### src/rtl/fetch_ctrl_pkg.sv
// Shared definitions for the instruction fetch controller: FSM state
// encoding and the default widths / timeout length.
package fetch_ctrl_pkg;

  localparam int ADDR_W_DEF  = 8;
  localparam int DATA_W_DEF  = 16;
  localparam int TMO_CYC_DEF = 15;

  // Width of the optional retired-instruction counter
  localparam int PERF_W = 16;

  typedef logic [1:0] state_t;

  localparam state_t ST_IDLE  = 2'd0;
  localparam state_t ST_FETCH = 2'd1;
  localparam state_t ST_ISSUE = 2'd2;
  localparam state_t ST_ERR   = 2'd3;

endpackage

### src/rtl/fetch_ctrl_tmo.sv
// fetch_tmo_cnt: counts consecutive cycles in which enable is high and
// flags the cycle that completes TMO_CYC of them. clear has priority.
module fetch_tmo_cnt
  import fetch_ctrl_pkg::*;
#(
  parameter int TMO_CYC = TMO_CYC_DEF
) (
  input  logic clk,
  input  logic rst,
  input  logic clear,
  input  logic enable,
  output logic expired
);

  localparam int CNT_W = $clog2(TMO_CYC + 1);
  localparam logic [CNT_W-1:0] LAST = CNT_W'(TMO_CYC - 1);

  logic [CNT_W-1:0] cnt;

  // The TMO_CYC-th waiting cycle is the one where cnt already holds TMO_CYC-1
  assign expired = enable && (cnt == LAST);

  // Count waiting cycles; hold at the terminal value once expired
  always_ff @(posedge clk or negedge rst) begin
    if (!rst) begin
      cnt <= '0;
    end else if (clear) begin
      cnt <= '0;
    end else if (enable && !expired) begin
      cnt <= cnt + 1'b1;
    end
  end

endmodule

### src/rtl/fetch_ctrl.sv
// fetch_ctrl: sequences instruction fetches from memory and hands each word
// to an executor, steering the PC by increment or branch load on retirement.
// Optional feature: define FETCH_CTRL_PERF_EN to add the perf_retired
// saturating count of retired instructions.
module fetch_ctrl
  import fetch_ctrl_pkg::*;
#(
  parameter int ADDR_W  = ADDR_W_DEF,
  parameter int DATA_W  = DATA_W_DEF,
  parameter int TMO_CYC = TMO_CYC_DEF
) (
  input  logic              clk,
  input  logic              rst,
  input  logic              start,
  input  logic              stop,
  input  logic [ADDR_W-1:0] pc_addr,
  output logic              pc_inc,
  output logic              pc_jmp,
  output logic [ADDR_W-1:0] pc_addrin,
  output logic              mem_req,
  output logic [ADDR_W-1:0] mem_addr,
  input  logic              mem_ack,
  input  logic [DATA_W-1:0] mem_rdata,
  output logic [DATA_W-1:0] instr,
  output logic              instr_valid,
  input  logic              instr_ready,
  input  logic              br_take,
  input  logic [ADDR_W-1:0] br_target,
  output logic              busy,
  output logic              err
`ifdef FETCH_CTRL_PERF_EN
  ,
  output logic [PERF_W-1:0] perf_retired
`endif
);

  state_t state;
  state_t state_nxt;
  logic   stop_pend;
  logic   tmo_expired;
  logic   in_fetch;
  logic   in_issue;
  logic   fetch_done;
  logic   handshake;

  assign in_fetch   = (state == ST_FETCH);
  assign in_issue   = (state == ST_ISSUE);
  assign fetch_done = in_fetch && mem_ack;
  assign handshake  = in_issue && instr_ready;

  // Timeout restarts whenever FETCH is left or a word arrives
  fetch_tmo_cnt #(
    .TMO_CYC (TMO_CYC)
  ) u_tmo (
    .clk     (clk),
    .rst     (rst),
    .clear   (!in_fetch || mem_ack),
    .enable  (in_fetch && !mem_ack),
    .expired (tmo_expired)
  );

  // Next-state selection; a stop seen on the handshake cycle halts at once
  always_comb begin
    state_nxt = state;
    case (state)
      ST_IDLE: begin
        if (start && !stop) state_nxt = ST_FETCH;
      end
      ST_FETCH: begin
        if (mem_ack)          state_nxt = ST_ISSUE;
        else if (tmo_expired) state_nxt = ST_ERR;
      end
      ST_ISSUE: begin
        if (handshake) state_nxt = (stop_pend || stop) ? ST_IDLE : ST_FETCH;
      end
      ST_ERR: begin
        if (start && !stop) state_nxt = ST_FETCH;
      end
      default: state_nxt = ST_IDLE;
    endcase
  end

  // State register
  always_ff @(posedge clk or negedge rst) begin
    if (!rst) state <= ST_IDLE;
    else      state <= state_nxt;
  end

  // Halt request remembered until the sequencer is back in IDLE
  always_ff @(posedge clk or negedge rst) begin
    if (!rst)                      stop_pend <= 1'b0;
    else if (state_nxt == ST_IDLE) stop_pend <= 1'b0;
    else if (busy && stop)         stop_pend <= 1'b1;
  end

  // Sticky timeout flag, cleared only by a restart out of ERR
  always_ff @(posedge clk or negedge rst) begin
    if (!rst)                                          err <= 1'b0;
    else if (in_fetch && state_nxt == ST_ERR)          err <= 1'b1;
    else if (state == ST_ERR && state_nxt == ST_FETCH) err <= 1'b0;
  end

  // Instruction word captured on the accepted read
  always_ff @(posedge clk or negedge rst) begin
    if (!rst)            instr <= '0;
    else if (fetch_done) instr <= mem_rdata;
  end

  assign instr_valid = in_issue;
  assign busy        = in_fetch || in_issue;
  assign mem_req     = in_fetch;
  assign mem_addr    = mem_req ? pc_addr : '0;
  assign pc_inc      = handshake && !br_take;
  assign pc_jmp      = handshake && br_take;
  assign pc_addrin   = pc_jmp ? br_target : '0;

`ifdef FETCH_CTRL_PERF_EN
  function automatic logic [PERF_W-1:0] sat_inc(input logic [PERF_W-1:0] v);
    return (v == {PERF_W{1'b1}}) ? v : v + 1'b1;
  endfunction

  // Retired-instruction count, pinned at full scale
  always_ff @(posedge clk or negedge rst) begin
    if (!rst)           perf_retired <= '0;
    else if (handshake) perf_retired <= sat_inc(perf_retired);
  end
`endif

endmodule

### config.mk
export PLATFORM = sky130hd
export DESIGN_NAME = fetch_ctrl
export DESIGN_NICKNAME = d
export VERILOG_FILES = /design/src/rtl/fetch_ctrl_pkg.sv /design/src/rtl/fetch_ctrl_tmo.sv /design/src/rtl/fetch_ctrl.sv
export SDC_FILE = /design/constraint.sdc
export NUM_CORES = 1
export LEC_CHECK = 0
export CORE_ASPECT_RATIO = 1.25
export CORE_MARGIN = 2
export CORE_UTILIZATION = 37
export CTS_CLUSTER_SIZE = 25
export DETAILED_ROUTE_END_ITERATION = 16
export PLACE_DENSITY = 0.77
export SYNTH_ARGS = -nofsm -noshare
export SYNTH_HDL_FRONTEND = slang
export SYNTH_SLANG_ARGS = --single-unit
### constraint.sdc
create_clock -name clk -period 1.85 [get_ports clk]
set_clock_uncertainty 0.1 [all_clocks]
set_input_delay 0.37 -clock clk [delete_from_list [all_inputs] [get_ports clk]]
set_output_delay 0.37 -clock clk [all_outputs]
set_load 0.01 [all_outputs]
; Word-level counts from Yosys, hierarchy flattened
; Index checks and enable logic that the tools add are counted.
; W data, S select, Z words.
[word_totals]
regBits = 24
elab_cells = 51
[classes]
addsub = 1
n_eq_ne = 6
muxes = 14
reduce_logical = 25
[op_table]
columns = cell, count
row1 = $mux W8, 2
row2 = $logic_and A1 B1 Y1, 11
row3 = $mux W2, 4
row4 = $mux W4, 2
row5 = $eq A2 B2 Y1 const B, 3
row6 = $pmux W2 S3, 1
row7 = $reduce_bool A2 Y1, 3
row8 = $logic_not A1 Y1, 5
row9 = $mux W1, 5
row10 = $add A4 B1 Y4 const B, 1
row11 = $eq A2 B1 Y1 const B, 2
row12 = $eq A4 B4 Y1 const B, 1
row13 = $logic_not A2 Y1, 2
row14 = $logic_or A1 B1 Y1, 3
row15 = $reduce_or A2 Y1, 1

; Depth between registers and ports, before layout
[depth]
ltp_word = 10
ltp_mapped = 6
ltp_nobuf = 6

; Hierarchy
; Synthesis repeated with hierarchy kept, for this count alone.
[unflattened]
cells_unflattened = 110
area_unflattened_um2 = 1257.5
[modules_own_cells]
columns = module, n_inst, cells_per_inst, area_per_inst_um2, seq_area_each_um2
row1 = fetch_ctrl, 1, 86, 1003.5, 500.5
row2 = fetch_tmo_cnt, 1, 24, 254.0, 100.1

; Least setup slack after synthesis
; OpenSTA, ideal clock, no wires.
[synth_path]
kind = register to output
startpoint = register state[0]
endpoint = output port pc_addrin[0]
t_arrival_ns = 1.333
required_ns = 1.380
setup_slack_ns = 0.047
path_stages_with_launch = 6
cell_sequence = dfrtp_1 inv_1 ha_1 and3_1 clkbuf_1 and2_1
[synth_via]
elab_chain_cells = 4
[synth_rtl]
columns = item, line_no
row1 = start: declaration, fetch_ctrl.sv:37  ; state_t state;
row2 = start signal: assignment, fetch_ctrl.sv:86  ; else state <= state_nxt;
row3 = $eq A2 B2 Y1, fetch_ctrl.sv:47  ; assign in_issue = (state == ST_ISSUE);
row4 = named net instr_valid, fetch_ctrl.sv:25  ; output logic instr_valid,
row5 = $logic_and A1 B1 Y1, fetch_ctrl.sv:49  ; assign handshake = in_issue && instr_ready;
row6 = $logic_and A1 B1 Y1, fetch_ctrl.sv:114  ; assign pc_jmp = handshake && br_take;
row7 = named net pc_jmp, fetch_ctrl.sv:18  ; output logic pc_jmp,
row8 = $mux W8, fetch_ctrl.sv:115  ; assign pc_addrin = pc_jmp ? br_target : '0;
row9 = end: declaration, fetch_ctrl.sv:19  ; output logic [ADDR_W-1:0] pc_addrin,
; The timed path passes the listed nets, and every way through them passes these cells.

; Worst setup path in the final report
[layout_path]
startpoint = register state[1]
endpoint = output port mem_addr[7]
[layout_via]
elab_chain_cells = 2
[layout_rtl]
columns = item, line_no
row1 = $eq A2 B1 Y1, fetch_ctrl.sv:46  ; assign in_fetch = (state == ST_FETCH);
row2 = $mux W8, fetch_ctrl.sv:112  ; assign mem_addr = mem_req ? pc_addr : '0;
row3 = end: declaration, fetch_ctrl.sv:21  ; output logic [ADDR_W-1:0] mem_addr,
; Every way passes these cells.

==> run_results.csv <==
group,metric,value,unit
yosys,yosysTopAreaCell,"dfrtp_1",
routing,vias_per_cell,4.89,
pwr,p_leak,1.05,nW
global_routing,grt_pass1_vias,1257,
yosys,synth_compound_area_share,8.10,%
cts,clkSlewWorstSetupHoldPaths,80,ps
placement,numPortBuffers,76,
yosys,netlist_instances,111,
cts,cts_buffers,3,
placement,hpwlAfterDp,2.68,mm
yosys,synthMuxAreaShare,14.2,%
yosys,seq_area_frac_synth,47.4,%
cts,cts_tree,"built",
setup_path,cp_common_cell,"buf_6",
routing,drc_errors,0,
setup_path,critPathMaxStageDelay,400,ps
sta,finalCritPeriodShare,99.1,%
global_routing,grt_use_total,18.2,%
final_layout,drive_gt1_share,36.9,%
placement,gp_congestion,0.847,
yosys,netlist_area,1270,um2
routing,wl,3.41,mm
hold_path,hold_class,"primary input to async pin",
sta,hold_viol,0,
final_layout,layout_commonest_cell,"clkdlybuf4s50_1",
floorplan,die_h,69.4,um
floorplan,num_rows,23,
status,status,"completed",
sta,fin_setup_tns,0,ps
yosys,synthSimpleGateAreaFrac,18.8,%
pwr,cellPowerDensity,1280,nW/um2
yosys,synthTopCellsByArea,"dfrtp_1 47%, mux2_2 14%, and2_1 7.9%",
yosys,yosysWarnings,0,
yosys,yosys.area.top_type_share,47.4,%
sta,fmax,545,MHz
final_layout,syn_to_final_growth,81.2,%
sta,setup_violations,0,
routing,avgRoutedWirePerCell,14.2,um
global_routing,grt_start_max_net_pins,25,
final_layout,mostFrequentLayoutCells,"54 x clkdlybuf4s50_1, 24 x dfrtp_1, 16 x mux2_2",
cts,root_buffer,"clkbuf_8",
setup_path,ff2ff_setup_slack,70,ps
setup_path,crit_fanout,6,
final_layout,nets,249,
global_routing,grt_pass1_wl,5.71,mm
sta,rsz0062_at_grt,"yes",
run,drv_cap,0,
routing,ant_nets,0,
routing,dr.pass1.iters,4,
cts,clkLatencyLatePin,260,ps
yosys,synth_xor_area_share,1.38,%
sta,worst_slew_pin_slew,300,ps
global_routing,grt_overflow,0,
yosys,synth_seq_cells,24,
routing,vias,1173,
final_layout,antenna-diode-count,0,
setup_path,cp_top_family,"buffers and inverters",
routing,drt_iter0_drc,50,
yosys,syn_area_per_cell,11.4,um2
final_layout,post-route-cell-area,2290,um2
setup_path,cp.arrival,1360,ps
floorplan,dieArea,3910,um2
floorplan,initial_utilization,38.9,%
placement,place_area,2130,um2
cts,cts_hold_buf,0,
floorplan,die_x,56.3,um
yosys,ys_types,32,
final_layout,fin_cells,240,
setup_path,critPathKind,"register to primary output",
floorplan,io_pins,77,
cts,cts-htree-levels,1,
cts,cts_buffer_depth,2,
placement,dp.cells,230,
floorplan,core,3250,um2
setup_path,critPathSlowestCell,"dfrtp_1",
yosys,synth_top_family_by_area,"simple AND/OR/NAND/NOR gates",
sta,timing.final.crit_period,1830,ps
setup_path,critPathCaptureType,"primary output",
setup_path,cp-start-kind,"register",
pwr,peakVddDrop,0.991,mV
sta,slew_headroom,80.0,%
global_routing,antenna_found_initial,0,
yosys,synth_fa_ha_area_share,5.93,%
cts,cts.sinks,24,
setup_path,cp_cell_sequence,"buf_6 > inv_4 > ha_4 > buf_6 > and2_1 > buf_2",
yosys,syn-num-nets,156,
sta,drv_slew,0,
setup_path,path_buf_inv,4,
setup_path,crit_required,1380,ps
-- worst register-to-register path, delay by kind of cell (launching register included) --
family                   cells  cell delay (ps)
AND/OR/NAND/NOR              3              560
flip-flops                   1              410
adder cells (fa/ha/maj)      1              230
AO/OA/AOI/OAI                1               90
buffers and inverters        2              280
-- cells by family after synthesis --
logic type | count (synthesis)
buffers and inverters | 12
AO/OA/AOI/OAI | 12
XOR/XNOR | 2
adder cells (fa/ha/maj) | 6
flip-flops | 24
AND/OR/NAND/NOR | 39
multiplexers | 16
-- metal layers --
layer	wire length, um	up-vias	track usage, %
met5	0	-	0
li1	-	571	-
met1	1310	545	21.9
met2	1850	51	32.3
met4	55	0	5.82
met3	194	6	3.17
-- cell usage after synthesis, drive strengths merged --
cell / number
dfrtp: 24
and2: 16
mux2: 16
inv: 9
ha: 6
nand2: 5
nand3: 5
a21oi: 3
nor2: 3
a211o: 2
a41oi: 2
and3: 2
clkbuf: 2
nand2b: 2
xnor2: 2
a211oi: 1
a31oi: 1
and2b: 1
and4: 1
buf: 1
nand3b: 1
nor2b: 1
nor3: 1
nor3b: 1
o211ai: 1
o21ai: 1
o221ai: 1
-- cell type report --
cell class | count | area, um2
fillers | 249 | 957
repair buffers | 90 | 847
multi-input cells | 76 | 693
flip-flops and latches | 24 | 601
well taps | 37 | 46.3
clock buffers | 3 | 41.3
inverters | 9 | 36.3
clock inverters | 1 | 30.0
-- worst paths after layout --
| path | startpoint | depth (start not counted) | end |
|---|---|---|---|
| max reg2reg | state[0] | 7 | err |
| min reg2reg | instr[11] | 1 | instr[11] |
| min in group clk | instr[11] | 1 | instr[11] |
| min | rst | 2 | instr[8] |
| max in group asynchronous | rst | 2 | instr[14] |
| max | state[1] | 6 | mem_addr[7] |
-- sequential cells by signal, indices dropped and copies added (netlist names) --
signal / count
err: 1
state: 2
stop_pend: 1
instr: 16
u_tmo.cnt: 4
-- power by group --
part	switching, mW	leakage [nW]	total, mW	internal (mW)
sequential	0.116	0.293	0.854	0.739
clock	0.164	0.0357	0.453	0.289
combinational	0.659	0.720	1.63	0.972
-- per-stage QoR --
step | total power, mW | setup slack (ps) | utilization, % | hold WS, ps
floorplan | 1.53 | 46.5 | - | -25.6
global placement | 2.31 | -387 | 65.6 | 389
detailed placement | 2.36 | -458 | 65.6 | 397
CTS | 2.85 | -99.4 | 68.1 | 357
global route | 3.13 | -49.5 | 70.6 | 378
finish | 2.94 | 16.4 | 70.6 | 355
-- timing repair --
item	in CTS	in global routing
cloned	0	1
gates resized for setup	72	38
pin swaps	2	7
buffers inserted	6	1
setup endpoints to repair	22	39
Note: power is estimated with default switching activity, not from simulation.
